$ cat src/rtl/uart_arb_pkg.sv
// Shared constants for the UART transmit arbiter: byte width, FSM state
// encodings and the index-width helper used for requester numbers.
package uart_arb_pkg;

    localparam int BYTE_W = 8;

    localparam logic ST_IDLE = 1'b0;
    localparam logic ST_LOCK = 1'b1;

    // Width of a requester index; never less than one bit so NREQ=1 still builds.
    function automatic int idx_w(input int n);
        return (n > 1) ? $clog2(n) : 1;
    endfunction

endpackage

$ cat src/rtl/uart_arb_rr_pick.sv
// Combinational requester picker: returns the first asserted request found
// searching upward from 'start' (wrapping), or from index 0 when fixed_prio
// is set. 'any' flags that at least one request is present.
module uart_arb_rr_pick
    import uart_arb_pkg::*;
#(
    parameter int NREQ = 2,
    parameter int IW   = idx_w(NREQ)
) (
    input  logic [NREQ-1:0] req,
    input  logic [IW-1:0]   start,
    input  logic            fixed_prio,
    output logic [IW-1:0]   winner,
    output logic            any
);

    int unsigned base;
    int unsigned idx;
    logic [IW-1:0] idx_n;

    // Scan NREQ positions from the base; the first hit wins.
    always_comb begin
        winner = '0;
        any    = 1'b0;
        idx    = '0;
        idx_n  = '0;
        base   = fixed_prio ? 32'd0 : 32'(start);
        for (int unsigned k = 0; k < NREQ; k++) begin
            idx   = (base + k) % NREQ;
            idx_n = IW'(idx);
            if (!any && req[idx_n]) begin
                winner = idx_n;
                any    = 1'b1;
            end
        end
    end

endmodule

$ cat src/rtl/uart_tx_arbiter.sv
// Shares one uart_transmitter between NREQ message sources. A granted
// requester keeps the line until its byte flagged 'last' is taken by the
// transmitter, or until it stalls for TIMEOUT cycles (0 disables that).
// A one-byte holding register feeds tx_data/tx_valid.
// Build option: define UART_ARB_FIXED_PRIO_EN to arbitrate by lowest index
// instead of round-robin.
module uart_tx_arbiter
    import uart_arb_pkg::*;
#(
    parameter int NREQ    = 2,
    parameter int TIMEOUT = 1023
) (
    input  logic                   clk,
    input  logic                   rst,
    input  logic [NREQ-1:0]        req_valid,
    input  logic [BYTE_W*NREQ-1:0] req_data,
    input  logic [NREQ-1:0]        req_last,
    output logic [NREQ-1:0]        req_ready,
    output logic [BYTE_W-1:0]      tx_data,
    output logic                   tx_valid,
    input  logic                   tx_nextch,
    output logic [NREQ-1:0]        grant,
    output logic                   timeout
);

    localparam int IW = idx_w(NREQ);
    localparam int CW = (TIMEOUT > 0) ? $clog2(TIMEOUT + 1) : 1;

`ifdef UART_ARB_FIXED_PRIO_EN
    localparam logic FIXED_PRIO = 1'b1;
`else
    localparam logic FIXED_PRIO = 1'b0;
`endif

    logic              state;
    logic [IW-1:0]     last_grant;
    logic [IW-1:0]     start_idx;
    logic [IW-1:0]     winner;
    logic              any_req;
    logic [NREQ-1:0]   win_onehot;
    logic              buf_last;
    logic [CW-1:0]     stall_cnt;
    logic              owner_valid;
    logic              owner_last;
    logic [BYTE_W-1:0] owner_data;
    logic              load;
    logic              stall;
    logic              to_hit;

    // Round-robin search starts just past the previous winner, wrapping.
    always_comb begin
        if (int'(last_grant) == NREQ - 1) begin
            start_idx = '0;
        end else begin
            start_idx = last_grant + 1'b1;
        end
    end

    uart_arb_rr_pick #(
        .NREQ (NREQ),
        .IW   (IW)
    ) u_pick (
        .req        (req_valid),
        .start      (start_idx),
        .fixed_prio (FIXED_PRIO),
        .winner     (winner),
        .any        (any_req)
    );

    // Decode the winner index to a one-hot grant vector.
    always_comb begin
        win_onehot = '0;
        for (int unsigned i = 0; i < NREQ; i++) begin
            win_onehot[i] = (winner == IW'(i));
        end
    end

    // last_grant doubles as the owner index while locked; select its inputs.
    always_comb begin
        owner_valid = 1'b0;
        owner_last  = 1'b0;
        owner_data  = '0;
        for (int unsigned i = 0; i < NREQ; i++) begin
            if (last_grant == IW'(i)) begin
                owner_valid = req_valid[i];
                owner_last  = req_last[i];
                owner_data  = req_data[i*BYTE_W +: BYTE_W];
            end
        end
    end

    // Owner may hand over a byte only while the holding register is empty.
    always_comb begin
        req_ready = (state == ST_LOCK && !tx_valid) ? grant : '0;
        load      = (state == ST_LOCK) && !tx_valid && owner_valid;
        stall     = (state == ST_LOCK) && !tx_valid && !owner_valid;
        to_hit    = 1'b0;
        if (TIMEOUT > 0) begin
            to_hit = stall && (stall_cnt == CW'(TIMEOUT - 1));
        end
    end

    // Arbitration FSM, holding register and stall timer.
    always_ff @(posedge clk or posedge rst) begin
        if (rst) begin
            state      <= ST_IDLE;
            grant      <= '0;
            last_grant <= IW'(NREQ - 1);
            tx_data    <= '0;
            tx_valid   <= 1'b0;
            buf_last   <= 1'b0;
            stall_cnt  <= '0;
            timeout    <= 1'b0;
        end else begin
            timeout <= 1'b0;

            if (tx_nextch && tx_valid) begin
                tx_valid <= 1'b0;
                if (buf_last && state == ST_LOCK) begin
                    grant <= '0;
                    state <= ST_IDLE;
                end
            end

            if (state == ST_IDLE) begin
                if (any_req) begin
                    grant      <= win_onehot;
                    last_grant <= winner;
                    state      <= ST_LOCK;
                    stall_cnt  <= '0;
                end
            end else begin
                if (load) begin
                    tx_data   <= owner_data;
                    buf_last  <= owner_last;
                    tx_valid  <= 1'b1;
                    stall_cnt <= '0;
                end else if (to_hit) begin
                    timeout   <= 1'b1;
                    grant     <= '0;
                    state     <= ST_IDLE;
                    stall_cnt <= '0;
                end else if (stall && TIMEOUT > 0) begin
                    stall_cnt <= stall_cnt + 1'b1;
                end
            end
        end
    end

endmodule

$ cat config.mk
export PLATFORM = sky130hd
export DESIGN_NAME = uart_tx_arbiter
export DESIGN_NICKNAME = d
export VERILOG_FILES = /design/src/rtl/uart_arb_pkg.sv /design/src/rtl/uart_arb_rr_pick.sv /design/src/rtl/uart_tx_arbiter.sv
export SDC_FILE = /design/constraint.sdc
export NUM_CORES = 1
export LEC_CHECK = 0
export ABC_CLOCK_PERIOD_IN_PS = 2500
export CAP_MARGIN = 20
export CORE_MARGIN = 4
export CORE_UTILIZATION = 48
export CTS_BUF_LIST = sky130_fd_sc_hd__clkbuf_4 sky130_fd_sc_hd__clkbuf_8
export CTS_CLUSTER_SIZE = 30
export DETAILED_ROUTE_END_ITERATION = 10
export PLACE_DENSITY = 0.85
export SYNTH_ARGS = -nofsm -noshare
export SYNTH_HDL_FRONTEND = slang
export SYNTH_SLANG_ARGS = --single-unit
$ cat constraint.sdc
create_clock -name clk -period 2.5 [get_ports clk]
set_clock_uncertainty 0.1 [all_clocks]
set_input_delay 0.375 -clock clk [delete_from_list [all_inputs] [get_ports clk]]
set_output_delay 0.375 -clock clk [all_outputs]
set_load 0.05 [all_outputs]
==> results.cfg, run 1 <==
[placement]
dpl_cell_area_sq_um = 1640
dp_cells = 192
place_ws_ns = 0.142
dp_hpwl_microns = 2120
globalplace.congestion = 0.767
io_buffer_count = 36

[clocking]
cts_max_level = 1
cts.sink_count = 25
clk_latency_ns = 0.31
post_cts_buffers = 0
cts_tree = done
clk_path_buf_depth = 2
cts_root_buf = clkbuf_4
cts-hold-fix-buffers = 0
clk_pin_slew_worst_paths_ns = 0.14
numCtsBuffers = 3

[final_layout]
syn_to_final_growth_pct = 35.3
nets = 193
fin_cells = 197
diodes = 0
nFillCells = 204
final_common_cell = clkdlybuf4s50_1
drive_gt1_share_pct = 7.19
layout_common_cells = 34 x clkdlybuf4s50_1, 24 x dfrtp_1, 16 x nor2_1, 15 x a21oi_1, 10 x mux2i_1
fin_area_sq_um = 1680

[setup_path]
cpLargestDelayFamily = buffers and inverters
slowest_stage = dlygate4sd2_1
cp_num_cells = 3
cp_num_buf_inv = 1
crit_chain = and2b_1 > and2_1 > dlygate4sd2_1
arrival_ns = 1.76
required_ns = 2.03
reg2regPathDepth = 5
crit_path_end_kind = output port
cp_max_fo = 6
crit_type = register to output port
cp-start-kind = register
max_stage_delay_ns = 0.53

[die]
rows = 18
num_io_pins = 37
die_y_microns = 58.9
die_w_microns = 58.9
die-area_sq_um = 3460
initial_utilization_pct = 50.1
design.core.area_sq_um = 2480

[power_and_ir_drop]
p_clk_share_pct = 9.8
pwr-share-seq_pct = 34.9
intPower_mw = 0.957
power_density_nw_per_um2 = 1080
fin_total_pwr_mw = 1.82
p_leak_nw = 0.755
switching_share_pct = 47.4
irDropWorstVdd_mv = 0.877
p_sw_mw = 0.862
combPwrFrac_pct = 55.4

[sta]
tns_ns = 0
timing_hold_violations_final = 0
fmax_mhz = 447
setup_viol = 0
fin_crit_sh_pct = 89.5
period_minus_slack_ns = 2.24
fin_ws_ns = 0.262
worst_slew_pin_slew_ns = 0.635
rsz0062_at_grt = false
final-max-slew-violation-count = 0
slew-limit-headroom_pct = 57.6

[route]
ant_nets = 0
vias = 1056
wl_microns = 2760
drc = 0
first_pass_iters = 4
post_drt_via_cell_ratio = 5.36
drtIter0Drc = 31
post_drt_wl_per_cell_microns = 14.0

[synthesis]
yosysWarnings = 0
postSynthCellCount = 127
syn_nets = 152
syn_area_sq_um = 1240
syn_area_per_cell_sq_um = 9.77
ys_ff_latch = 25
ys_types = 28
yosysSeqAreaShare_pct = 50.5

[global_route]
grtUsageTotal_pct = 18.0
gr-total-overflow = 0
antenna_found_initial = 0
grt_pass1_vias = 1130
grt_pass1_wl_microns = 4810
grt_max_degree = 26

[outcome]
status = complete, no violations

[min_path]
hp-class = primary input to async pin

[flow_run]
maxCapViolations = 0
## sequential cells by signal (all words and copies together) (netlist names)
name / count
timeout: 1
tx_data: 8
state: 1
last_grant: 1
tx_valid: 1
grant: 2
stall_cnt: 10
buf_last: 1
## synth_stat cells
library cell  instances  share of area, %
a21boi_0              1              0.61
a21o_1                1              0.61
a21oi_1              15               6.0
a31oi_2               1               1.0
and2_1                3               1.5
and2b_1               1              0.61
and3_1                2               1.0
and4_1                2               1.4
buf_2                 3               1.2
buf_4                 1              0.61
clkbuf_1              1              0.30
dfrtp_1              24                48
dfstp_2               1               2.1
ha_1                  2               2.0
inv_1                 4               1.2
mux2i_1              10               8.1
nand2_1               9               2.7
nand2b_1              2               1.0
nand3_1               2              0.81
nand3_2               1              0.81
nand4_1               5               2.5
nand4b_1              1              0.71
nor2_1               16               4.8
nor2b_1               1              0.50
nor3_1                4               1.6
o21ai_0               5               2.0
or3_1                 3               1.5
xor2_1                6               4.2
## worst register-to-register path: cells and delay by family (launching register included)
kind	cells	cell delay (ns)
AND/OR/NAND/NOR	3	0.91
flip-flops	1	0.47
buffers and inverters	1	0.27
AO/OA/AOI/OAI	1	0.11
## what timing repair did
item                                    in CTS  in global routing
endpoints found under the setup margin       1                  1
resized for setup                            1                  1
cloned                                       0                  0
## power groups by stage
stage          combinational, mW  sequential (mW)  clock, mW
5_1_grt                     1.08            0.655      0.204
4_1_cts                     1.01            0.633      0.184
2_1_floorplan              0.420            0.903          0
3_5_place_dp                1.01            0.636          0
6_report                    1.01            0.634      0.178
3_3_place_gp               0.978            0.633          0
## per-stage QoR
step	hold slack, ns	util [%]
detailed placement	0.421	66.3
global placement	0.409	66.3
global route	0.341	67.8
CTS	0.286	67.4
floorplan	0.302	-
finish	0.282	67.8
## path summary, 6_finish.rpt
kind	start	end	slack (ns)
worst max-delay path	tx_valid$_DFF_PP0_	req_ready[1]	0.26
worst min-delay path	rst	tx_data[0]$_DFFE_PP0P_	0.28
worst max register to register	tx_valid$_DFF_PP0_	tx_data[0]$_DFFE_PP0P_	0.59
worst min register to register	tx_data[5]$_DFFE_PP0P_	tx_data[5]$_DFFE_PP0P_	0.45
max in group asynchronous	rst	last_grant$_DFFE_PP1P_	1.71
min in group clk	tx_data[5]$_DFFE_PP0P_	tx_data[5]$_DFFE_PP0P_	0.45
## metal layers
layer | vias to the layer above | routed length (microns) | GRT usage [%]
met5 | - | 0 | 0
met4 | 0 | 13 | 6.80
met1 | 503 | 1150 | 19.8
met3 | 2 | 177 | 5.26
li1 | 521 | - | -
met2 | 30 | 1420 | 32.3
## logic make-up (layout without fill, tap and decap cells)
family | count (synthesis) | after routing | synth area share (%)
multiplexers | 10 | 10 | 8.06
buffers and inverters | 9 | 49 | 3.33
XOR/XNOR | 6 | 6 | 4.23
AND/OR/NAND/NOR | 52 | 52 | 21.6
adder cells (fa/ha/maj) | 2 | 2 | 2.02
flip-flops | 25 | 25 | 50.5
AO/OA/AOI/OAI | 23 | 23 | 10.3
## area by class of cell
cell class	count	area, sq um	share of cell area [%]
Sequential cell	25	627	37.3
Multi-Input combinational cell	93	573	34.1
Timing Repair Buffer	41	399	23.8
Tap cell	30	37.5	2.24
Clock buffer	3	22.5	1.34
Inverter	4	15.0	0.894
Clock inverter	1	5.00	0.298
Note: power is estimated with default switching activity, not from simulation.
==> run 2, diff against run 1 <==
CORE_ASPECT_RATIO = 1.4   (was not set)
==> run 2 against run 1 <==
Routed wire length is 0.72% lower. Design area is 0.15% lower. Die area is 0.33% higher. Maximum frequency is 0.57% higher. First-iteration DRC count is 19% lower. Highest routed layer unchanged. Critical path depth stayed put. Sequential share of layout area is 0.056 points higher.
==> results.cfg, run 2 (same netlist as run 1, synthesis figures left out) <==
[final_layout]
regMostFlops = stall_cnt
drive_gt1_share_pct = 6.63
final_common_cell = clkdlybuf4s50_1
register_area_sq_um = 627
nFillCells = 181
syn_to_final_growth_pct = 35.1
nets = 192
diodes = 0
utilization_pct = 68.6
layout_common_cells = 34 x clkdlybuf4s50_1, 24 x dfrtp_1, 16 x nor2_1, 15 x a21oi_1, 10 x mux2i_1
multi_input_area_sq_um = 573
fin_area_sq_um = 1680
top_regs = stall_cnt: 10 flops, tx_data: 8 flops, grant: 2 flops
largest_reg_flops = 10

[clocking]
clk_latency_ns = 0.31
post_cts_buffers = 0
cts.sink_count = 25
cts-hold-fix-buffers = 0
cts_max_level = 1
clk_pin_slew_worst_paths_ns = 0.14
clk_path_buf_depth = 2
numCtsBuffers = 3
cts_root_buf = clkbuf_4
cts_tree = done

[die]
die-area_sq_um = 3470
initial_utilization_pct = 50.8
die_w_microns = 51.0
rows = 21
design.core.area_sq_um = 2440
die_y_microns = 68.2
num_io_pins = 37

[global_route]
grt_pass1_vias = 1124
grt_max_degree = 26
grt_pass1_wl_microns = 4550
antenna_found_initial = 0
grtUsageTotal_pct = 17.3
gr-total-overflow = 0

[power_and_ir_drop]
irDropWorstVdd_mv = 0.816
intPower_mw = 0.955
pwr-share-seq_pct = 34.9
power_density_nw_per_um2 = 1090
p_leak_nw = 0.750
combPwrFrac_pct = 55.5
p_clk_share_pct = 9.6
p_sw_mw = 0.865
switching_share_pct = 47.5
fin_total_pwr_mw = 1.82

[sta]
setup_viol = 0
final-max-slew-violation-count = 0
tns_ns = 0
fin_crit_sh_pct = 89.0
holdWs_ns = 0.292
period_minus_slack_ns = 2.22
timing_hold_violations_final = 0
fmax_mhz = 449
rsz0062_at_grt = false
worst_slew_pin_slew_ns = 0.509
slew-limit-headroom_pct = 66.0

[setup_path]
cp-start-kind = register
arrival_ns = 1.75
crit_path_end_kind = output port
r2r_end = stall_cnt[2]$_DFFE_PP0P_
reg2reg_setup_slack_ns = 0.70
slowest_stage = dlygate4sd2_1
required_ns = 2.03
crit_chain = and2b_1 > and2_1 > dlygate4sd2_1
cpLargestDelayFamily = buffers and inverters
r2r-start = stall_cnt[0]$_DFFE_PP0P_
cp_num_buf_inv = 1
max_stage_delay_ns = 0.54
reg2regPathDepth = 6
cp_max_fo = 9
crit_type = register to output port

[route]
wl_microns = 2740
drc = 0
ant_nets = 0
vias = 1069
first_pass_iters = 4
post_drt_via_cell_ratio = 5.35
drtIter0Drc = 25
post_drt_wl_per_cell_microns = 13.7

[min_path]
hp-class = primary input to async pin

[placement]
dpl_cell_area_sq_um = 1640
io_buffer_count = 36
globalplace.congestion = 0.770
dp_hpwl_microns = 2100

[flow_run]
maxCapViolations = 0

[outcome]
status = complete, no violations
==> run 2: changes by cell type in the layout (fill, tap and decap cells not counted), sizes merged <==
cell  delta
buf      -1
==> run 2: metal layers <==
layer / track usage, % / part of all wire, % / vias up
met1: 17.7 / 38 / 521
li1: - / - / 519
met3: 3.49 / 5.7 / 2
met2: 33.9 / 55 / 27
met4: 6.40 / 0.66 / 0
met5: 0 / 0 / -
==> run 2: worst max-delay path by stage <==
stage	start	slack (ns)	depth (start not counted)	endpoint
final	state$_DFF_PP0_	0.28	3	req_ready[1]
after global routing	state$_DFF_PP0_	0.20	3	req_ready[1]
after global placement	req_valid[1]	0.17	4	tx_data[3]$_DFFE_PP0P_
after CTS	state$_DFF_PP0_	0.02	3	req_ready[0]
after detailed placement	req_valid[1]	0.07	4	tx_data[0]$_DFFE_PP0P_
after floorplan	tx_valid$_DFF_PP0_	0.70	2	req_ready[0]
==> run 2: through the flow <==
stage	instances	setup WS, ns
floorplan	127	0.698
global placement	195	0.165
detailed placement	195	0.0739
CTS	199	0.0170
global route	200	0.198
finish	200	0.275
==> run 2: final cells by class <==
cell class	count	area share, %
Inverter	4	0.896
Sequential cell	25	37.4
Timing Repair Buffer	40	23.4
Multi-Input combinational cell	93	34.2
Tap cell	34	2.54
Clock inverter	1	0.299
Clock buffer	3	1.34
==> run 2: timing repair <==
item	CTS	global route
endpoints found under the hold margin	0	0
gates resized for setup	1	1
endpoints found under the setup margin	1	1
==> run 2: power by group through the flow <==
stage	clock [mW]	combinational [mW]	sequential, mW
floorplan	0	0.420	0.903
global placement	0	0.983	0.629
detailed placement	0	1.01	0.633
CTS	0.179	1.01	0.632
global route	0.200	1.09	0.651
finish	0.175	1.01	0.634
==> run 2: worst register-to-register path: stages, from the launching register on <==
cell and delay [ns]:
dfrtp_1 0.44, inv_1 0.08, ha_1 0.14, and3_1 0.15
nand4_1 0.18, a31oi_2 0.48, nor2_1 0.10
